<file path="src/rtl/tube_collision_score_if.sv">
// Bus between the tube/bird front end and the collision/score block.
// The master side supplies per-frame geometry and player input; the slave
// side returns game state, score and the restart pulse for the tube generator.
interface tube_collision_score_if;
  logic        frame_tick;
  logic        flap;
  logic [10:0] bird_y;
  logic [10:0] tube_x [2:0];
  logic [10:0] gap_y  [2:0];
  logic        running;
  logic        dead;
  logic        hit;
  logic [9:0]  score;
  logic [9:0]  best;
  logic        tube_game_rst;

  modport master (
    output frame_tick, flap, bird_y, tube_x, gap_y,
    input  running, dead, hit, score, best, tube_game_rst
  );

  modport slave (
    input  frame_tick, flap, bird_y, tube_x, gap_y,
    output running, dead, hit, score, best, tube_game_rst
  );
endinterface

</file>
<file path="src/rtl/tube_collision_score.sv">
// Collision detection, scoring and READY/RUN/DEAD game control.
// Each accepted frame_tick snapshots the geometry, then one shared tube
// comparator walks tubes 0..2 on consecutive cycles and the accumulated
// verdict is committed on the fourth cycle after the tick.
module tube_collision_score #(
  parameter int SCREEN_HEIGHT = 768,
  parameter int TUBE_WIDTH    = 120,
  parameter int GAP_HEIGHT    = 250,
  parameter int BIRD_X        = 200,
  parameter int BIRD_SIZE     = 40,
  parameter int SCORE_MAX     = 999
) (
  input  logic                    clk,
  input  logic                    rst,
  tube_collision_score_if.slave   bus
);

  typedef enum logic [1:0] {G_READY, G_RUN, G_DEAD} game_e;
  typedef enum logic [2:0] {S_IDLE, S_T0, S_T1, S_T2, S_COMMIT} scan_e;

  // Geometry constants widened to 12 bits so sums and differences never wrap.
  localparam logic signed [11:0] TW_S   = 12'(TUBE_WIDTH);
  localparam logic signed [11:0] BX_S   = 12'(BIRD_X);
  localparam logic signed [11:0] BXR_S  = 12'(BIRD_X + BIRD_SIZE);
  localparam logic        [11:0] BS_U   = 12'(BIRD_SIZE);
  localparam logic        [11:0] GH_U   = 12'(GAP_HEIGHT);
  localparam logic        [11:0] SH_U   = 12'(SCREEN_HEIGHT);
  localparam logic        [10:0] SMAX11 = 11'(SCORE_MAX);
  localparam logic        [9:0]  SMAX10 = 10'(SCORE_MAX);

  game_e game_q, game_d;
  scan_e scan_q, scan_d;

  logic [10:0] snap_by;
  logic [10:0] snap_tx [2:0];
  logic [10:0] snap_gy [2:0];

  logic       hit_acc;
  logic [2:0] pass_acc;
  logic [2:0] clr_acc;
  logic [2:0] passed;
  logic [9:0] score_q;
  logic [9:0] best_q;
  logic       hit_q;
  logic       tgr_q;

  logic scan_start;
  logic scan_eval;
  assign scan_start = (game_q == G_RUN) && (scan_q == S_IDLE) && bus.frame_tick;
  assign scan_eval  = (scan_q == S_T0) || (scan_q == S_T1) || (scan_q == S_T2);

  // Select the snapshot of the tube under test this cycle.
  logic [2:0]  tube_sel;
  logic [10:0] cur_tx;
  logic [10:0] cur_gy;
  always_comb begin
    // NOTE: every output of a combinational block gets a default first so no
    // path leaves it unassigned, which would infer a latch.
    tube_sel = 3'b000;
    cur_tx   = snap_tx[0];
    cur_gy   = snap_gy[0];
    case (scan_q)
      S_T0: begin tube_sel = 3'b001; cur_tx = snap_tx[0]; cur_gy = snap_gy[0]; end
      S_T1: begin tube_sel = 3'b010; cur_tx = snap_tx[1]; cur_gy = snap_gy[1]; end
      S_T2: begin tube_sel = 3'b100; cur_tx = snap_tx[2]; cur_gy = snap_gy[2]; end
      default: ;
    endcase
  end

  // Shared per-tube collision/pass test plus ground test and score update.
  logic signed [11:0] tx_s;
  logic signed [11:0] left_s;
  logic [11:0] by_u, bird_bot, gap_top, gap_end;
  logic        x_overlap, y_bad, cur_collide, cur_pass, cur_clear;
  logic        ground, collide;
  logic [1:0]  pass_cnt;
  logic [10:0] score_sum;
  logic [9:0]  score_run;
  always_comb begin
    tx_s        = signed'({1'b0, cur_tx});
    left_s      = tx_s - TW_S;
    by_u        = {1'b0, snap_by};
    bird_bot    = by_u + BS_U;
    gap_top     = {1'b0, cur_gy};
    gap_end     = gap_top + GH_U;
    x_overlap   = (tx_s > BX_S) && (left_s < BXR_S);
    y_bad       = (by_u < gap_top) || (bird_bot > gap_end);
    cur_collide = x_overlap && y_bad;
    cur_pass    = (tx_s <= BX_S) && ((passed & tube_sel) == 3'b000);
    cur_clear   = tx_s > BXR_S;
    ground      = bird_bot > SH_U;
    collide     = hit_acc || ground;
    pass_cnt    = {1'b0, pass_acc[0]} + {1'b0, pass_acc[1]} + {1'b0, pass_acc[2]};
    score_sum   = {1'b0, score_q} + {9'd0, pass_cnt};
    score_run   = (score_sum > SMAX11) ? SMAX10 : score_sum[9:0];
  end

  // Game and scan state registers.
  always_ff @(posedge clk or posedge rst) begin
    // NOTE: sequential state uses non-blocking assignments so every register
    // samples pre-edge values regardless of statement order.
    if (rst) begin
      game_q <= G_READY;
      scan_q <= S_IDLE;
    end else begin
      game_q <= game_d;
      scan_q <= scan_d;
    end
  end

  // Next-state logic: READY waits for flap, RUN sequences the scan, DEAD waits for flap.
  always_comb begin
    game_d = game_q;
    scan_d = S_IDLE;
    case (game_q)
      G_READY: if (bus.flap) game_d = G_RUN;
      G_RUN: begin
        case (scan_q)
          S_IDLE:   scan_d = bus.frame_tick ? S_T0 : S_IDLE;
          S_T0:     scan_d = S_T1;
          S_T1:     scan_d = S_T2;
          S_T2:     scan_d = S_COMMIT;
          S_COMMIT: begin
            scan_d = S_IDLE;
            if (collide) game_d = G_DEAD;
          end
          default:  scan_d = S_IDLE;
        endcase
      end
      G_DEAD: if (bus.flap) game_d = G_READY;
      default: game_d = G_READY;
    endcase
  end

  // Geometry snapshot taken when a scan starts.
  always_ff @(posedge clk) begin
    // NOTE: no reset here; the snapshot is only read during a scan, which
    // always begins by loading it.
    if (scan_start) begin
      snap_by <= bus.bird_y;
      for (int i = 0; i < 3; i++) begin
        snap_tx[i] <= bus.tube_x[i];
        snap_gy[i] <= bus.gap_y[i];
      end
    end
  end

  // Accumulators, pass flags, scores and output pulses.
  always_ff @(posedge clk or posedge rst) begin
    if (rst) begin
      hit_acc  <= 1'b0;
      pass_acc <= 3'b000;
      clr_acc  <= 3'b000;
      passed   <= 3'b000;
      score_q  <= 10'd0;
      best_q   <= 10'd0;
      hit_q    <= 1'b0;
      tgr_q    <= 1'b0;
    end else begin
      hit_q <= 1'b0;
      tgr_q <= 1'b0;
      if (scan_start) begin
        hit_acc  <= 1'b0;
        pass_acc <= 3'b000;
        clr_acc  <= 3'b000;
      end
      if (scan_eval) begin
        hit_acc <= hit_acc | cur_collide;
        if (cur_pass)  pass_acc <= pass_acc | tube_sel;
        if (cur_clear) clr_acc  <= clr_acc  | tube_sel;
      end
      if (scan_q == S_COMMIT) begin
        passed <= (passed | pass_acc) & ~clr_acc;
        if (collide) begin
          // Collision wins over any pass in the same frame.
          hit_q <= 1'b1;
          if (score_q > best_q) best_q <= score_q;
        end else begin
          score_q <= score_run;
        end
      end
      if ((game_q == G_READY) && bus.flap) passed <= 3'b000;
      if ((game_q == G_DEAD) && bus.flap) begin
        tgr_q   <= 1'b1;
        score_q <= 10'd0;
        passed  <= 3'b000;
      end
    end
  end

  assign bus.running       = (game_q == G_RUN);
  assign bus.dead          = (game_q == G_DEAD);
  assign bus.hit           = hit_q;
  assign bus.score         = score_q;
  assign bus.best          = best_q;
  assign bus.tube_game_rst = tgr_q;

endmodule

</file>
<file path="src/flat_wrapper.sv">
// flat-port wrapper written by rule: the top's interface ports become plain ports
module tube_collision_score_flat 
#(
  parameter int SCREEN_HEIGHT = 768,
  parameter int TUBE_WIDTH    = 120,
  parameter int GAP_HEIGHT    = 250,
  parameter int BIRD_X        = 200,
  parameter int BIRD_SIZE     = 40,
  parameter int SCORE_MAX     = 999
)
  (clk, rst, bus_frame_tick, bus_flap, bus_bird_y, bus_tube_x, bus_gap_y, bus_running, bus_dead, bus_hit, bus_score, bus_best, bus_tube_game_rst);
  tube_collision_score_if bus_i ();
  input  logic clk;
  input  logic rst;
  input wire logic [$bits(bus_i.frame_tick)-1:0] bus_frame_tick;
  input wire logic [$bits(bus_i.flap)-1:0] bus_flap;
  input wire logic [$bits(bus_i.bird_y)-1:0] bus_bird_y;
  input wire logic [$bits(bus_i.tube_x)-1:0] bus_tube_x;
  input wire logic [$bits(bus_i.gap_y)-1:0] bus_gap_y;
  output wire logic [$bits(bus_i.running)-1:0] bus_running;
  output wire logic [$bits(bus_i.dead)-1:0] bus_dead;
  output wire logic [$bits(bus_i.hit)-1:0] bus_hit;
  output wire logic [$bits(bus_i.score)-1:0] bus_score;
  output wire logic [$bits(bus_i.best)-1:0] bus_best;
  output wire logic [$bits(bus_i.tube_game_rst)-1:0] bus_tube_game_rst;
  assign bus_i.frame_tick = bus_frame_tick;
  assign bus_i.flap = bus_flap;
  assign bus_i.bird_y = bus_bird_y;
  assign bus_i.tube_x = {>>{bus_tube_x}};
  assign bus_i.gap_y = {>>{bus_gap_y}};
  assign bus_running = bus_i.running;
  assign bus_dead = bus_i.dead;
  assign bus_hit = bus_i.hit;
  assign bus_score = bus_i.score;
  assign bus_best = bus_i.best;
  assign bus_tube_game_rst = bus_i.tube_game_rst;
  tube_collision_score #(.SCREEN_HEIGHT(SCREEN_HEIGHT), .TUBE_WIDTH(TUBE_WIDTH), .GAP_HEIGHT(GAP_HEIGHT), .BIRD_X(BIRD_X), .BIRD_SIZE(BIRD_SIZE), .SCORE_MAX(SCORE_MAX)) u_core (.clk(clk), .rst(rst), .bus(bus_i));
endmodule
</file>
<file path="config.mk">
export PLATFORM = sky130hd
export DESIGN_NAME = tube_collision_score_flat
export DESIGN_NICKNAME = d
export VERILOG_FILES = /design/src/rtl/tube_collision_score_if.sv /design/src/rtl/tube_collision_score.sv /design/src/flat_wrapper.sv
export SDC_FILE = /design/constraint.sdc
export NUM_CORES = 1
export LEC_CHECK = 0
export CAP_MARGIN = 20
export CORE_MARGIN = 2
export CORE_UTILIZATION = 55
export CTS_CLUSTER_DIAMETER = 30
export DETAILED_ROUTE_END_ITERATION = 8
export PLACE_DENSITY = 0.84
export SLEW_MARGIN = 20
export SYNTH_ARGS = -nofsm -noshare
export SYNTH_HDL_FRONTEND = slang
export SYNTH_SLANG_ARGS = --single-unit
</file>
<file path="constraint.sdc">
create_clock -name clk -period 7.9 [get_ports clk]
set_input_delay 1.58 -clock clk [delete_from_list [all_inputs] [get_ports clk]]
set_output_delay 1.58 -clock clk [all_outputs]
set_load 0.02 [all_outputs]
</file>
==> flow_summary_export.csv, run 1 <==
group,metric,value,unit
critical_path,crit_path_start_kind,"flop",
logic_synthesis,synth_nets,596,
routing,drt_first_pass_iters,5,
cells_and_area,drive_gt1_frac,0.110,
logic_synthesis,syn_area_per_cell,12.3,µm²
clock_tree,insertion_delay,0.51,ns
sta,slew_headroom,0.378,
global_routing,grt.busiest_layer,"met2",
critical_path,crit_type,"reg -> reg",
sta,fin_tns_setup,0,ns
power_and_ir_drop,max-vdd-ir-drop,0.000259,V
critical_path,critPathMaxFanout,16,
power_and_ir_drop,total_power,3.05,mW
power_and_ir_drop,p_int,1.97,mW
sta,min_period_over_period,0.570,
sta,setup_viol,0,
power_and_ir_drop,power.density,399,nW/µm²
critical_path,reg2reg_slack,3.40,ns
global_routing,grt_max_degree,78,
global_routing,grt_usage,0.242,
sta,clock-skew-final,0.00806,ns
floorplan,rows,37,
clock_tree,cts_root_buffer,"clkbuf_8",
global_routing,antenna_found_initial,0,
sta,fin_hold_ws,0.454,ns
critical_path,crit_buf_inv,0,
routing,vias,4263,
logic_synthesis,ys_seq_area_frac,0.553,
clock_tree,clkSlewWorstSetupHoldPaths,0.06,ns
power_and_ir_drop,p_sw,1.08,mW
floorplan,ios,105,
logic_synthesis,synthCells,477,
sta,drv_slew,0,
place,place_hpwl,9180,µm
logic_synthesis,yosys_warnings,0,
logic_synthesis,ys.flop_type,"edfxtp_1",
floorplan,die_x,107,µm
power_and_ir_drop,switching_share,0.353,
global_routing,gr-total-overflow,0,
sta,period_needed,4.50,ns
routing,routedWlPerCell,17.5,µm
sta,hold_viol,0,
clock_tree,cts_setup_buffers,0,
sta,worst_pin_slew,0.933,ns
critical_path,crit_top_cell,"nor2_1",
logic_synthesis,synth_edf_count,77,
floorplan,die_area,11500,µm²
global_routing,met2_usage,0.418,
critical_path,cp.required,8.32,ns
logic_synthesis,synthArstFlopShare,0.325,
clock_tree,numCtsBuffers,17,
power_and_ir_drop,p_clk_frac,0.280,
clock_tree,cts_sinks,114,
clock_tree,htree_levels,4,
clock_tree,clk_path_buf_depth,2,
place,portBuffers,104,
min_path,min_path_type,"reg -> reg",
logic_synthesis,synth_top_area_frac,0.395,
floorplan,die_h,107,µm
clock_tree,cts-resized-gates,0,
global_routing,grt_pass1_vias,4428,
job,maxCapViolations,0,
global_routing,use_met1,0.294,
cells_and_area,n_antenna_cell,0,
sta,rsz0062_at_grt,"false",
global_routing,use_met3,0.0626,
critical_path,critical-path-slowest-cell,"nor2b_4",
logic_synthesis,synth_area,5860,µm²
cells_and_area,nFillCells,666,
global_routing,grt_pass1_wl,21400,µm
critical_path,end_kind,"flop",
floorplan,core_area,10300,µm²
routing,postRouteAntennaNets,0,
critical_path,crit_path_max_incr_delay,0.59,ns
place,gp_congestion,0.909,
power_and_ir_drop,comb_power_share,0.398,
logic_synthesis,yosysTopAreaCell,"edfxtp_1",
floorplan,start_util,0.567,
clock_tree,cts_tree,"built",
critical_path,path_cells,"nor2b_4, mux2i_1, o211ai_1, nor2_1, or2_2, or3_1, ha_1, nand4_1, nor2_1, o21ai_0, a31oi_1, a21oi_1, or4_1, a221oi_2",
critical_path,worst_ep_arrival_time,4.92,ns
logic_synthesis,ys_top_cells_by_area,"edfxtp_1 (39%), dfrtp_1 (16%), ha_1 (7.7%)",
critical_path,critPathTopFamily,"simple AND/OR/NAND/NOR gates",
sta,fmax,222,MHz
cells_and_area,final_common_cell,"clkdlybuf4s50_1",
logic_synthesis,synth.distinct_cells,61,
routing,post_drt_via_cell_ratio,5.79,
cells_and_area,nets,706,
status,outcome,"complete, no violations",
cells_and_area,layout-area-overhead-vs-synth,30.6,%
routing,remaining_drc_errors,0,
logic_synthesis,synth-seq-cells,114,
cells_and_area,layout_common_cells,"clkdlybuf4s50_1 (104), edfxtp_1 (77), dfrtp_1 (37), ha_1 (36), a21oi_1 (30)",
clock_tree,cts_hold_buf,0,
routing,drt-total-wl,12900,µm
power_and_ir_drop,p_seq_frac,0.322,
power_and_ir_drop,leakagePower,2.99,nW
routing,drtIter0Drc,329,
[cells by family after synthesis]
family                   after synthesis  share of synthesized area
AND/OR/NAND/NOR                      119                      0.105
flip-flops                           114                      0.553
AO/OA/AOI/OAI                         98                      0.113
buffers and inverters                 46                     0.0365
multiplexers                          45                     0.0833
adder cells (fa/ha/maj)               39                     0.0855
XOR/XNOR                              16                     0.0239
[synth_stat cells (3+ instances only)]
library cell,instances
a211oi_1,9
a21o_1,4
a21oi_1,30
a311oi_1,3
and2_1,3
and3_1,4
buf_2,5
buf_4,3
clkbuf_1,6
dfrtp_1,37
edfxtp_1,77
ha_1,36
inv_1,30
mux2_2,24
mux2i_1,19
nand2_1,26
nand2b_1,5
nand3_1,10
nand4_1,8
nor2_1,29
nor2b_1,8
nor3_1,10
o211ai_1,3
o21a_1,4
o21ai_0,23
or4_1,4
xnor2_1,12
xor2_1,4
[stage by stage]
stage	setup WS, ns	util	cell area (µm²)	std cells
CTS	3.51	0.741	7650	736
floorplan	4.02	-	5860	477
detailed placement	3.53	0.677	6990	704
global route	3.19	0.741	7650	736
finish	3.40	0.741	7650	736
global placement	3.77	0.677	6990	704
[cell type report]
type                       instances  area (µm²)  area share
clock inverter                    13         238      0.0311
multi-input combinational        317        2400       0.314
timing repair buffer             107        1060       0.139
tap                              136         170      0.0223
clock buffer                      19         422      0.0551
sequential                       114        3240       0.423
inverter                          30         113      0.0147
[metal layers]
metal	wire length [µm]	up-vias
li1	-	2005
met3	800	24
met4	249	0
met1	5230	2058
met2	6630	176
met5	0	-
[path summary, 6_finish.rpt]
path / from / endpoint / cells after the start
worst max-delay path: u_core.scan_q[1]$_DFF_PP0_ / u_core.hit_acc$_DFFE_PP0P_ / 14
worst min-delay path: u_core.clr_acc[0]$_DFF_PP0_ / u_core.passed[0]$_DFFE_PP0P_ / 1
worst max register to register: u_core.scan_q[1]$_DFF_PP0_ / u_core.hit_acc$_DFFE_PP0P_ / 14
worst min register to register: u_core.clr_acc[0]$_DFF_PP0_ / u_core.passed[0]$_DFFE_PP0P_ / 1
max in group asynchronous: rst / u_core.bus.score[5]$_DFFE_PP0P_ / 3
min in group asynchronous: rst / u_core.clr_acc[1]$_DFF_PP0_ / 3
[power groups by stage]
stage / Combinational, mW / Clock [mW] / Sequential, mW
2_1_floorplan: 0.855 / 0 / 0.979
3_3_place_gp: 1.12 / 0 / 0.973
3_5_place_dp: 1.19 / 0 / 0.987
4_1_cts: 1.21 / 0.865 / 0.980
5_1_grt: 1.34 / 0.889 / 1.01
6_report: 1.21 / 0.856 / 0.982
[registers in the layout (all words and copies together) (netlist names)]
register                  cells
u_core.snap_gy               33
u_core.snap_tx               33
u_core.snap_by               11
u_core.bus.best              10
u_core.bus.score             10
u_core.clr_acc                3
u_core.pass_acc               3
u_core.passed                 3
u_core.scan_q                 3
u_core.game_q                 2
u_core.bus.hit                1
u_core.bus.tube_game_rst      1
u_core.hit_acc                1
No activity file was read; power rests on OpenSTA's default activity.
==> run 2, diff against run 1 <==
--- a/config.mk
+++ b/config.mk
@@ -7,10 +7,10 @@
 export LEC_CHECK = 0
 export CAP_MARGIN = 20
 export CORE_MARGIN = 2
-export CORE_UTILIZATION = 55
+export CORE_UTILIZATION = 48
 export CTS_CLUSTER_DIAMETER = 30
 export DETAILED_ROUTE_END_ITERATION = 8
-export PLACE_DENSITY = 0.84
+export PLACE_DENSITY = 0.78
 export SLEW_MARGIN = 20
 export SYNTH_ARGS = -nofsm -noshare
 export SYNTH_HDL_FRONTEND = slang
==> constraint.sdc (replaced) <==
create_clock -name clk -period 3.76 [get_ports clk]
set_input_delay 0.752 -clock clk [delete_from_list [all_inputs] [get_ports clk]]
set_output_delay 0.752 -clock clk [all_outputs]
set_load 0.02 [all_outputs]
==> flow_summary_export.csv, run 2 (synthesis gave the netlist of run 1 again) <==
group,metric,value,unit
status,outcome,"complete, no violations",
clock_tree,clk_path_buf_depth,2,
cells_and_area,layout-area-overhead-vs-synth,31.8,%
floorplan,start_util,0.490,
sta,drv_slew,0,
routing,remaining_drc_errors,0,
floorplan,die_x,114,µm
sta,fmax,275,MHz
clock_tree,numCtsBuffers,17,
routing,vias,4256,
critical_path,worst_ep_arrival_time,3.95,ns
cells_and_area,largestRegisters,"u_core.snap_gy x33, u_core.snap_tx x33, u_core.snap_by x11",
routing,post_drt_via_cell_ratio,5.56,
critical_path,crit_path_start_kind,"flop",
floorplan,core_area,12000,µm²
place,dp.cells,732,
job,maxCapViolations,0,
place,place_hpwl,9020,µm
routing,postRouteAntennaNets,0,
routing,drt_first_pass_iters,5,
cells_and_area,layout_common_cells,"clkdlybuf4s50_1 (104), edfxtp_1 (77), dfrtp_1 (36), ha_1 (35)",
sta,setup_viol,0,
power_and_ir_drop,total_power,6.15,mW
critical_path,cp.required,4.07,ns
routing,drt-total-wl,12100,µm
sta,clock-skew-final,0.0105,ns
sta,worst_pin_slew,0.922,ns
global_routing,grt_usage,0.192,
global_routing,grt_max_degree,43,
global_routing,grt_pass1_wl,19600,µm
place,portBuffers,104,
routing,routedWlPerCell,15.8,µm
power_and_ir_drop,power.density,797,nW/µm²
cells_and_area,final_common_cell,"clkdlybuf4s50_1",
sta,min_period_over_period,0.968,
sta,period_needed,3.64,ns
clock_tree,insertion_delay,0.41,ns
clock_tree,cts_root_buffer,"clkbuf_16",
critical_path,end_kind,"flop",
global_routing,antenna_found_initial,0,
sta,fin_hold_ws,0.457,ns
global_routing,grt_pass1_vias,4275,
power_and_ir_drop,max-vdd-ir-drop,0.000335,V
place,gp_congestion,0.926,
routing,drtIter0Drc,236,
floorplan,die_h,114,µm
place,preCtsSetupSlack,-0.0665,ns
global_routing,gr-total-overflow,0,
clock_tree,htree_levels,4,
min_path,min_path_type,"reg -> reg",
cells_and_area,final_cells,765,
power_and_ir_drop,leakagePower,3.02,nW
clock_tree,cts_tree,"built",
floorplan,ios,105,
clock_tree,clkSlewWorstSetupHoldPaths,0.05,ns
critical_path,crit_type,"reg -> reg",
sta,setup_ws,0.120,ns
sta,slew_headroom,0.369,
cells_and_area,nets,725,
clock_tree,cts_sinks,114,
cells_and_area,fin_util,0.645,
critical_path,critPathMaxFanout,6,
floorplan,die_area,13100,µm²
sta,hold_viol,0,
floorplan,rows,40,
cells_and_area,drive_gt1_frac,0.157,
cells_and_area,n_antenna_cell,0,
-- run 2: path summary, 6_finish.rpt --
check | start | to | slack [ns] | depth (start not counted)
setup / recovery | u_core.scan_q[0]$_DFF_PP0_ | u_core.hit_acc$_DFFE_PP0P_ | 0.12 | 16
hold reg to reg | u_core.clr_acc[1]$_DFF_PP0_ | u_core.passed[1]$_DFFE_PP0P_ | 0.46 | 1
setup reg to reg | u_core.scan_q[0]$_DFF_PP0_ | u_core.hit_acc$_DFFE_PP0P_ | 0.12 | 16
min in group asynchronous | rst | u_core.bus.best[5]$_DFFE_PP0P_ | 0.78 | 3
max in group asynchronous | rst | u_core.scan_q[0]$_DFF_PP0_ | 2.63 | 3
hold / removal | u_core.clr_acc[1]$_DFF_PP0_ | u_core.passed[1]$_DFFE_PP0P_ | 0.46 | 1
-- run 2: stage by stage --
step                      setup TNS, ns  instance area, µm²
after global routing            -0.0522                7720
after CTS                             0                7670
after detailed placement        -0.0665                7140
final                                 0                7720
after global placement                0                7140
after floorplan                       0                5860
-- run 2: critical path, stage by stage (launching register included) --
cell,delay [ns]
dfrtp_2,0.42
buf_4,0.15
mux2_2,0.33
mux2i_2,0.19
nand3_1,0.12
nor2_2,0.18
or2_4,0.17
nor2_1,0.05
xor2_1,0.14
ha_1,0.31
nand4_1,0.13
nor2_1,0.19
o21ai_1,0.11
a31oi_1,0.18
a21oi_1,0.08
or4_4,0.52
a221oi_2,0.25
-- run 2: repair_timing --
item                                    4_1_cts  5_1_grt
buffers inserted                              1        1
pin swaps                                     1        7
resized for setup                             1        9
endpoints found under the setup margin        1        1
hold buffers                                  0        0
-- run 2: where the power goes --
group / switching, mW / total, mW / internal (mW)
Sequential: 0.265 / 2.03 / 1.77
Combinational: 1.46 / 2.72 / 1.26
Clock: 0.562 / 1.40 / 0.834
-- run 2: per-layer routing --
metal / up-vias / share of wire / global-route usage
met5: - / 0 / 0
met4: 0 / 0.032 / 0.0862
met3: 34 / 0.064 / 0.0503
met2: 174 / 0.47 / 0.306
met1: 2005 / 0.44 / 0.248
li1: 2043 / - / -
-- run 2: cell type report --
type / instances / area (µm²)
Multi-Input combinational cell: 317 / 2440
Clock buffer: 18 / 429
Sequential cell: 114 / 3240
Tap cell: 147 / 184
Inverter: 30 / 113
Timing Repair Buffer: 126 / 1220
Fill cell: 886 / 4250
Clock inverter: 13 / 91.3
